**config.mk**
```make
export PLATFORM = sky130hd
export DESIGN_NAME = conv_tile_feeder
export DESIGN_NICKNAME = d
export VERILOG_FILES = /design/src/rtl/conv_feeder_pkg.sv /design/src/rtl/conv_res_serializer.sv /design/src/rtl/conv_tile_feeder.sv
export SDC_FILE = /design/constraint.sdc
export NUM_CORES = 1
export LEC_CHECK = 0
export BUFFER_PORTS_ARGS = -buffer_cell sky130_fd_sc_hd__buf_2
export CAP_MARGIN = 10
export CORE_MARGIN = 5
export CORE_UTILIZATION = 35
export DETAILED_ROUTE_END_ITERATION = 8
export PLACE_DENSITY_LB_ADDON = 0.3
export SLEW_MARGIN = 0
export SYNTH_ARGS = -nofsm -noshare
export SYNTH_HDL_FRONTEND = slang
export SYNTH_SLANG_ARGS = --single-unit
```
**constraint.sdc**
```tcl
create_clock -name clk -period 1.87 [get_ports clk]
set_input_delay 0.0935 -clock clk [delete_from_list [all_inputs] [get_ports clk]]
set_output_delay 0.0935 -clock clk [all_outputs]
set_load 0.1 [all_outputs]
```
**src/rtl/conv_feeder_pkg.sv**
```systemverilog
// conv_feeder_pkg: shared widths, tile sizes, counter limits and FSM states for conv_tile_feeder
package conv_feeder_pkg;
  localparam int DATA_W_DEF = 8;
  localparam int ACC_W_DEF = 32;
  localparam int N_ACT = 9;
  localparam int N_WGT = 4;
  localparam int N_RES = 4;
  localparam int CNT_W = $clog2(N_ACT);
  localparam int WI_W = $clog2(N_WGT);
  localparam int IDX_W = $clog2(N_RES);
  localparam logic [CNT_W-1:0] ACT_LAST = CNT_W'(N_ACT - 1);
  localparam logic [CNT_W-1:0] WGT_LAST = CNT_W'(N_WGT - 1);
  localparam logic [IDX_W-1:0] RES_LAST = IDX_W'(N_RES - 1);
  typedef enum logic [2:0] {LOAD_ACT, LOAD_WGT, DRIVE, CAPTURE, DRAIN} state_t;
endpackage

```
**src/rtl/conv_res_serializer.sv**
```systemverilog
// conv_res_serializer: buffers the 4 array results on load and emits them on a valid/ready stream
//   in : clk, reset (sync, high), load (capture pulse), res[N_RES] (array results), m_ready
//   out: m_valid, m_data (res[idx]), m_last (idx==N_RES-1), done (last word handshake)
module conv_res_serializer
  import conv_feeder_pkg::*;
#(
  parameter int ACC_W = ACC_W_DEF
) (
  input  logic                           clk,
  input  logic                           reset,
  input  logic                           load,
  input  logic [N_RES-1:0][ACC_W-1:0]    res,
  output logic                           m_valid,
  input  logic                           m_ready,
  output logic [ACC_W-1:0]               m_data,
  output logic                           m_last,
  output logic                           done
);
  logic [N_RES-1:0][ACC_W-1:0] buf_q, buf_d;
  logic [IDX_W-1:0] idx_q, idx_d;
  logic valid_q, valid_d, fire;
  always_comb begin
    fire = valid_q && m_ready;
    done = fire && idx_q == RES_LAST;
    buf_d = load ? res : buf_q;
    idx_d = load ? '0 : fire ? idx_q + 1'b1 : idx_q;
    valid_d = load || (valid_q && !done);
  end
  always_ff @(posedge clk) begin
    if (reset) begin
      buf_q <= '0;
      idx_q <= '0;
      valid_q <= 1'b0;
    end else begin
      buf_q <= buf_d;
      idx_q <= idx_d;
      valid_q <= valid_d;
    end
  end
  assign m_valid = valid_q;
  assign m_data = buf_q[idx_q];
  assign m_last = valid_q && idx_q == RES_LAST;
endmodule

```
**src/rtl/conv_tile_feeder.sv**
```systemverilog
// conv_tile_feeder: serial byte stream -> parallel systolic array inputs -> serial result stream
//   in : clk, reset (sync, high), s_valid, s_data (9 act then 4 wgt bytes), arr_res[4], m_ready
//   out: s_ready, arr_act[9], arr_wgt[4] (registered, frozen while the array computes),
//        m_valid, m_data, m_last, busy
//   CONV_FEEDER_WREUSE_EN adds input wgt_reload; when low on a tile's first byte and weights
//   were loaded since reset, the weight bytes are skipped and arr_wgt is reused.
module conv_tile_feeder
  import conv_feeder_pkg::*;
#(
  parameter int DATA_W    = DATA_W_DEF,
  parameter int ACC_W     = ACC_W_DEF,
  parameter int ARRAY_LAT = 3
) (
  input  logic                           clk,
  input  logic                           reset,
  input  logic                           s_valid,
  output logic                           s_ready,
  input  logic [DATA_W-1:0]              s_data,
  output logic [N_ACT-1:0][DATA_W-1:0]   arr_act,
  output logic [N_WGT-1:0][DATA_W-1:0]   arr_wgt,
  input  logic [N_RES-1:0][ACC_W-1:0]    arr_res,
  output logic                           m_valid,
  input  logic                           m_ready,
  output logic [ACC_W-1:0]               m_data,
  output logic                           m_last,
`ifdef CONV_FEEDER_WREUSE_EN
  input  logic                           wgt_reload,
`endif
  output logic                           busy
);
  localparam int LAT_W = $clog2(ARRAY_LAT + 1);
  localparam logic [LAT_W-1:0] LAT_LAST = LAT_W'(ARRAY_LAT - 1);
  state_t state_q, state_d;
  logic [CNT_W-1:0] cnt_q, cnt_d;
  logic [LAT_W-1:0] lat_q, lat_d;
  logic [N_ACT-1:0][DATA_W-1:0] act_q, act_d;
  logic [N_WGT-1:0][DATA_W-1:0] wgt_q, wgt_d;
  logic s_fire, capture, drain_done, skip_wgt;
  assign s_ready = state_q == LOAD_ACT || state_q == LOAD_WGT;
  assign s_fire = s_valid && s_ready;
  assign busy = !(state_q == LOAD_ACT && cnt_q == '0);
  assign arr_act = act_q;
  assign arr_wgt = wgt_q;
`ifdef CONV_FEEDER_WREUSE_EN
  logic skip_q, skip_d, wld_q, wld_d, first_act, wgt_done;
  always_comb begin
    first_act = state_q == LOAD_ACT && s_fire && cnt_q == '0;
    wgt_done = state_q == LOAD_WGT && s_fire && cnt_q == WGT_LAST;
    skip_d = first_act ? !wgt_reload && wld_q : skip_q;
    wld_d = wld_q || wgt_done;
  end
  always_ff @(posedge clk) begin
    if (reset) begin
      skip_q <= 1'b0;
      wld_q <= 1'b0;
    end else begin
      skip_q <= skip_d;
      wld_q <= wld_d;
    end
  end
  assign skip_wgt = skip_q;
`else
  assign skip_wgt = 1'b0;
`endif
  always_comb begin
    state_d = state_q;
    cnt_d = cnt_q;
    lat_d = lat_q;
    act_d = act_q;
    wgt_d = wgt_q;
    capture = 1'b0;
    unique case (state_q)
      LOAD_ACT: if (s_fire) begin
        act_d[cnt_q] = s_data;
        cnt_d = cnt_q == ACT_LAST ? '0 : cnt_q + 1'b1;
        if (cnt_q == ACT_LAST) state_d = skip_wgt ? DRIVE : LOAD_WGT;
      end
      LOAD_WGT: if (s_fire) begin
        wgt_d[cnt_q[WI_W-1:0]] = s_data;
        cnt_d = cnt_q == WGT_LAST ? '0 : cnt_q + 1'b1;
        if (cnt_q == WGT_LAST) state_d = DRIVE;
      end
      DRIVE: begin
        lat_d = lat_q == LAT_LAST ? '0 : lat_q + 1'b1;
        if (lat_q == LAT_LAST) state_d = CAPTURE;
      end
      CAPTURE: begin
        capture = 1'b1;
        state_d = DRAIN;
      end
      DRAIN: if (drain_done) state_d = LOAD_ACT;
      default: state_d = LOAD_ACT;
    endcase
  end
  always_ff @(posedge clk) begin
    if (reset) begin
      state_q <= LOAD_ACT;
      cnt_q <= '0;
      lat_q <= '0;
      act_q <= '0;
      wgt_q <= '0;
    end else begin
      state_q <= state_d;
      cnt_q <= cnt_d;
      lat_q <= lat_d;
      act_q <= act_d;
      wgt_q <= wgt_d;
    end
  end
  conv_res_serializer #(.ACC_W(ACC_W)) u_ser (
    .clk(clk),
    .reset(reset),
    .load(capture),
    .res(arr_res),
    .m_valid(m_valid),
    .m_ready(m_ready),
    .m_data(m_data),
    .m_last(m_last),
    .done(drain_done)
  );
endmodule

```
* After elaboration in Yosys (flattened, before gate mapping)
Cells that the tools add are included.
** Operators by class
- $lt $le $gt $ge :: 5
- Multiplexer cells :: 22
- $add $sub $neg :: 3
- Reduce and logical (&&, ||, !) cells :: 20
- Equal/unequal tests :: 14
** Operator list (count)
- bitwise mux 72 bit :: 1
- binary-select mux 32 bit (select 2 bit) :: 1
- bitwise mux 32 bit :: 1
- demux 8 bit (select 4 bit) :: 1
- two-way mux 32 bit :: 1
- two-way mux 3 bit :: 6
- demux 8 bit (select 2 bit) :: 1
- two-way mux 4 bit :: 4
- two-way mux 8 bit :: 2
- case mux 3 bit (5 select lines) :: 1
- logical AND 1 bit :: 8
- inequality test 2 bit, second input constant :: 4
- case mux 4 bit (2 select lines) :: 1
- == test 3 x 2 -> 1 bit, second input constant :: 2
- < comparator 2 x 3 -> 1 bit, second input constant :: 2
- AND reduction 6 bit :: 1
- < comparator 4 x 5 -> 1 bit, second input constant :: 1
- adder 2 x 1 -> 2 bit, second input constant :: 2
- adder 4 x 1 -> 4 bit, second input constant :: 1
- == test 2 bit, second input constant :: 2
- == test 4 x 2 -> 1 bit, second input constant :: 1
- == test 4 bit, second input constant :: 1
- >= comparator 4 x 1 -> 1 bit, second input constant :: 1
- logical NOT 4 bit :: 1
- 13 further kinds :: 17
** Word-level totals
- Word-level logic and storage cells :: 86
- Register bits :: 244
- Bits of input ports :: 140
- Output and inout bits :: 140

* Logic depth before layout (Yosys ltp)
- Depth in word-level cells :: 5
- Depth in mapped cells :: 7
- Depth with buffers taken out :: 6

* Modules after synthesis
From an unflattened synthesis, not the netlist that was laid out.
** Second synthesis, totals
- Cells, all modules :: 1026
- Area, all modules :: 10182.3 um^2
** Modules (own cells, without submodules)
- conv_res_serializer :: area an instance 5524.0 um^2, cells each 468, times used 1, sequential area each 2622.5 um^2
- conv_tile_feeder :: area an instance 4658.2 um^2, cells each 558, times used 1, sequential area each 2262.2 um^2

* Worst setup path after synthesis
No wires, ideal clock.
- Path type :: register to output
- Start :: reg u_ser.valid_q, in the netlist u_ser.m_valid
- End :: out m_last
- Arrival time :: 1.842 ns
- Cell stages (with the launch flop) :: 2
- Path slack :: -0.066 ns
- Data required time :: 1.776 ns
- Path buffers :: 0
- Cell sequence :: dfxtp_1 > and2_1
** Between the ends
- Cells in the longest elaborated chain, start to end :: 1
** Ends and longest elaborated chain
- from (decl) :: line conv_res_serializer.sv:21 : logic valid_q, valid_d, fire;
- from (signal assigned) :: line conv_res_serializer.sv:37 : valid_q <= valid_d;
- logical AND 1 bit :: line conv_res_serializer.sv:42 : assign m_last = valid_q && idx_q == RES_LAST;
- to (decl) :: line conv_tile_feeder.sv:25 : output logic m_last,
Every way passes these cells.

* Final worst setup path
- Start :: reg u_ser.idx_q[0]
- End :: out m_data[30]
** Between the ends
- Cells in the longest elaborated chain, start to end :: 2
** Ends and longest elaborated chain
- from (decl) :: line conv_res_serializer.sv:20 : logic [IDX_W-1:0] idx_q, idx_d;
- from (signal assigned) :: line conv_res_serializer.sv:36 : idx_q <= idx_d;
- binary-select mux 32 bit (select 2 bit) :: line conv_res_serializer.sv:41 : assign m_data = buf_q[idx_q];
- two-way mux 32 bit (implied by the code) :: line conv_res_serializer.sv:41
- to (decl) :: line conv_tile_feeder.sv:24 : output logic [ACC_W-1:0] m_data,
Every way passes these cells. The select of a mux whose other input is x is not followed.

==> flow_metrics.tcl <==
set metrics [dict create \
    critPathCaptureType "output pin" \
    p_comb_share_pct 8.7 \
    die_area_mm2 0.03085 \
    drc 0 \
    hold_violations 0 \
    synth_top_area_share_pct 50.87 \
    rsz0062_at_grt "yes" \
    clk_latency_ps 520 \
    violations "negative setup slack" \
    area_growth_syn_to_layout_pct 47.42 \
    synth_ff_type "dfxtp_1" \
    arrival_ps 1900 \
    path_class "register to output pin" \
    worst_pin_slew_ps 528.1 \
    slew_headroom_pct 65.04 \
    postSynthAreaPerCell_um2 8.681 \
    viasPerCell 4.917 \
    routed_wl_um 30680 \
    grt_use_total_pct 18.95 \
    setup_violations 32 \
    cts_tree "done" \
    synth_cell_type_count 34 \
    synthArstFlopShare_pct 0 \
    max_freq_mhz 502.6 \
    p_per_area_mw_per_mm2 836.4 \
    ant_nets 0 \
    drtIter0Drc 657 \
    multi_input_area_mm2 0.004288 \
    irDropWorstVdd_mv 0.5596 \
    clk_pin_slew_ps 60 \
    seqCellArea_mm2 0.004893 \
    grt_pass1_wl_um 48310 \
    ioPinCount 280 \
    die_h_um 175.6 \
    stdcell_count 1857 \
    power_frac_clock_pct 46.9 \
    yosys_warnings 0 \
    die_w_um 175.6 \
    filler_cell_count 2402 \
    ys_seq_area_share_pct 50.87 \
    globalRouteOverflowTotal 0 \
    dp_hpwl_um 19200 \
    fin_skew_ps 11.57 \
    placementRows 60 \
    clock_sinks 244 \
    dp.cells 1661 \
    p_seq_share_pct 44.4 \
    final_core_util_pct 52.52 \
    gp_congestion 0.7855 \
    fin_nets 1637 \
    p_total_mw 11.84 \
    crit_path_start_kind "register" \
    grt_pass1_vias 9136 \
    netlist_top_cells_area "dfxtp_1 51%, nand2_1 14%, a21oi_1 10%" \
    holdWs_ps 68.79 \
    worst_slack_ps -119.7 \
    min_period_over_period_pct 106.4 \
    p_sw_share_pct 23.16 \
    coreArea_mm2 0.02695 \
    p_leak_nw 5.789 \
    htreeDepth 1 \
    grt_max_degree 89 \
    status "finished with violations" \
    fin_tns_setup_ps -2861 \
    clock-root-buffer "clkbuf_16" \
    first_pass_iters 6 \
    start_util_pct 35.63 \
    maxCapViolations 0 \
    via_count 9130 \
    clockBufferDepth 3 \
    antenna_found_initial 2 \
    slew_viol_final 0 \
    drive_gt1_share_pct 26.68 \
    intPower_mw 9.097 \
    avgRoutedWirePerCell_um 16.52 \
    synth_edf_count 0 \
    numPortBuffers 279 \
    synthCells 1106 \
    path_max_fanout 7 \
    synth_top_cell_by_area "dfxtp_1" \
    numCtsBuffers 28 \
    p_sw_mw 2.742 \
    crit_required_ps 1780 \
    hold_class "primary input to register" \
    synth-seq-cells 244 \
    syn-num-nets 1251 \
    synthesis.area_mm2 0.009602 \
    finalCriticalPeriod_ps 1990 \
]
==> per-stage QoR <==
stage,cell area [µm²],worst slack [ps]
final,14150,-119.7
after global routing,14150,-179.3
after CTS,14090,-161.7
after detailed placement,11540,214.6
after global placement,11540,226.9
after floorplan,9603,56.17
==> critical path, stage by stage, from the launching register on <==
cell       delay, ps
dfxtp_4          450
clkbuf_16        200
mux4_2           520
buf_6            200
==> cell usage in the layout, fill, tap and decap left out, drive strengths merged <==
cell type and instances:
ha 5, mux4 32, dlygate4sd3 138, nand2 360, and3b 2, mux2 1
xor2 3, diode 2, and4 4, a21oi 199, nor2b 2, nand4 5
and4bb 1, xnor2 1, clkinv 5, mux2i 41, nand3b 5, a21o 1
o31a 1, o21ai 2, nand4b 3, inv 3, bufinv 2, nor2 51
nand3 36, nor3 4, dfxtp 244, a211oi 1, nand2b 1, nor3b 4
buf 311, and2 1, clkbuf 45
==> logic make-up after synthesis <==
kind of cell             share of synthesized area (%)
AO/OA/AOI/OAI                                    10.72
XOR/XNOR                                        0.3649
adder cells (fa/ha/maj)                         0.6516
buffers and inverters                            4.874
flip-flops                                       50.87
multiplexers                                     11.90
AND/OR/NAND/NOR                                  20.62
==> final cells by class <==
class                   count  share of cell area [%]
flip-flops and latches    244                   34.57
clock buffers              44                   6.090
well taps                 341                   3.014
clock inverters             8                  0.6895
diodes                      2                 0.03536
repair buffers            450                   25.25
inverters                   2                 0.05304
multi-input cells         766                   30.29
==> metal layers <==
| layer | part of all wire, % | vias to the layer above | track usage (%) |
|---|---|---|---|
| met5 | 0 | - | 0 |
| met4 | 4.1 | 0 | 8.057 |
| met3 | 6.1 | 87 | 3.745 |
| met2 | 48 | 326 | 31.39 |
| met1 | 42 | 4238 | 24.17 |
| li1 | - | 4479 | - |
==> power groups by stage <==
stage	Clock (mW)	Combinational, mW	Sequential, mW
floorplan	0	0.259	5.58
global placement	0	0.779	5.37
detailed placement	0	0.783	5.37
CTS	5.71	1.01	5.25
global route	5.96	1.09	5.26
finish	5.55	1.03	5.26
==> Yosys cell counts (3+ instances only) <==
| library cell | number |
|---|---|
| ha_1 | 5 |
| and4_1 | 4 |
| nand4_1 | 5 |
| a21oi_1 | 199 |
| nand4b_1 | 3 |
| nor3b_1 | 3 |
| buf_4 | 11 |
| dfxtp_1 | 244 |
| buf_2 | 41 |
| mux4_2 | 32 |
| nand3b_1 | 5 |
| nand3_1 | 35 |
| nand2_1 | 360 |
| xor2_1 | 3 |
| clkbuf_1 | 40 |
| nor2_1 | 51 |
| nor3_1 | 3 |
| mux2i_1 | 41 |
==> final timing paths <==
kind	start	end	slack (ps)	cells after the start
setup reg to reg	state_q[1]	u_ser.buf_q[103]	170	4
hold reg to reg	arr_wgt[7]	arr_wgt[7]	450	2
setup / recovery	u_ser.idx_q[0]	m_data[30]	-120	3
hold / removal	s_valid	state_q[1]	70	4
==> registers in the layout, indices dropped and copies added, names as in the netlist <==
register	cells
u_ser.idx_q	2
state_q	3
cnt_q	4
arr_act	72
arr_wgt	32
u_ser.m_valid	1
u_ser.buf_q	128
lat_q	2
==> timing repair <==
action                                  CTS  global route
resized for setup                        54            10
endpoints found under the setup margin   33            32
pin swaps                                 1             0
hold buffers                            138             0
hold endpoints to repair                194             0
setup buffers                             1             2
cloned                                    1             1
Power figures use the tool's default switching activity.
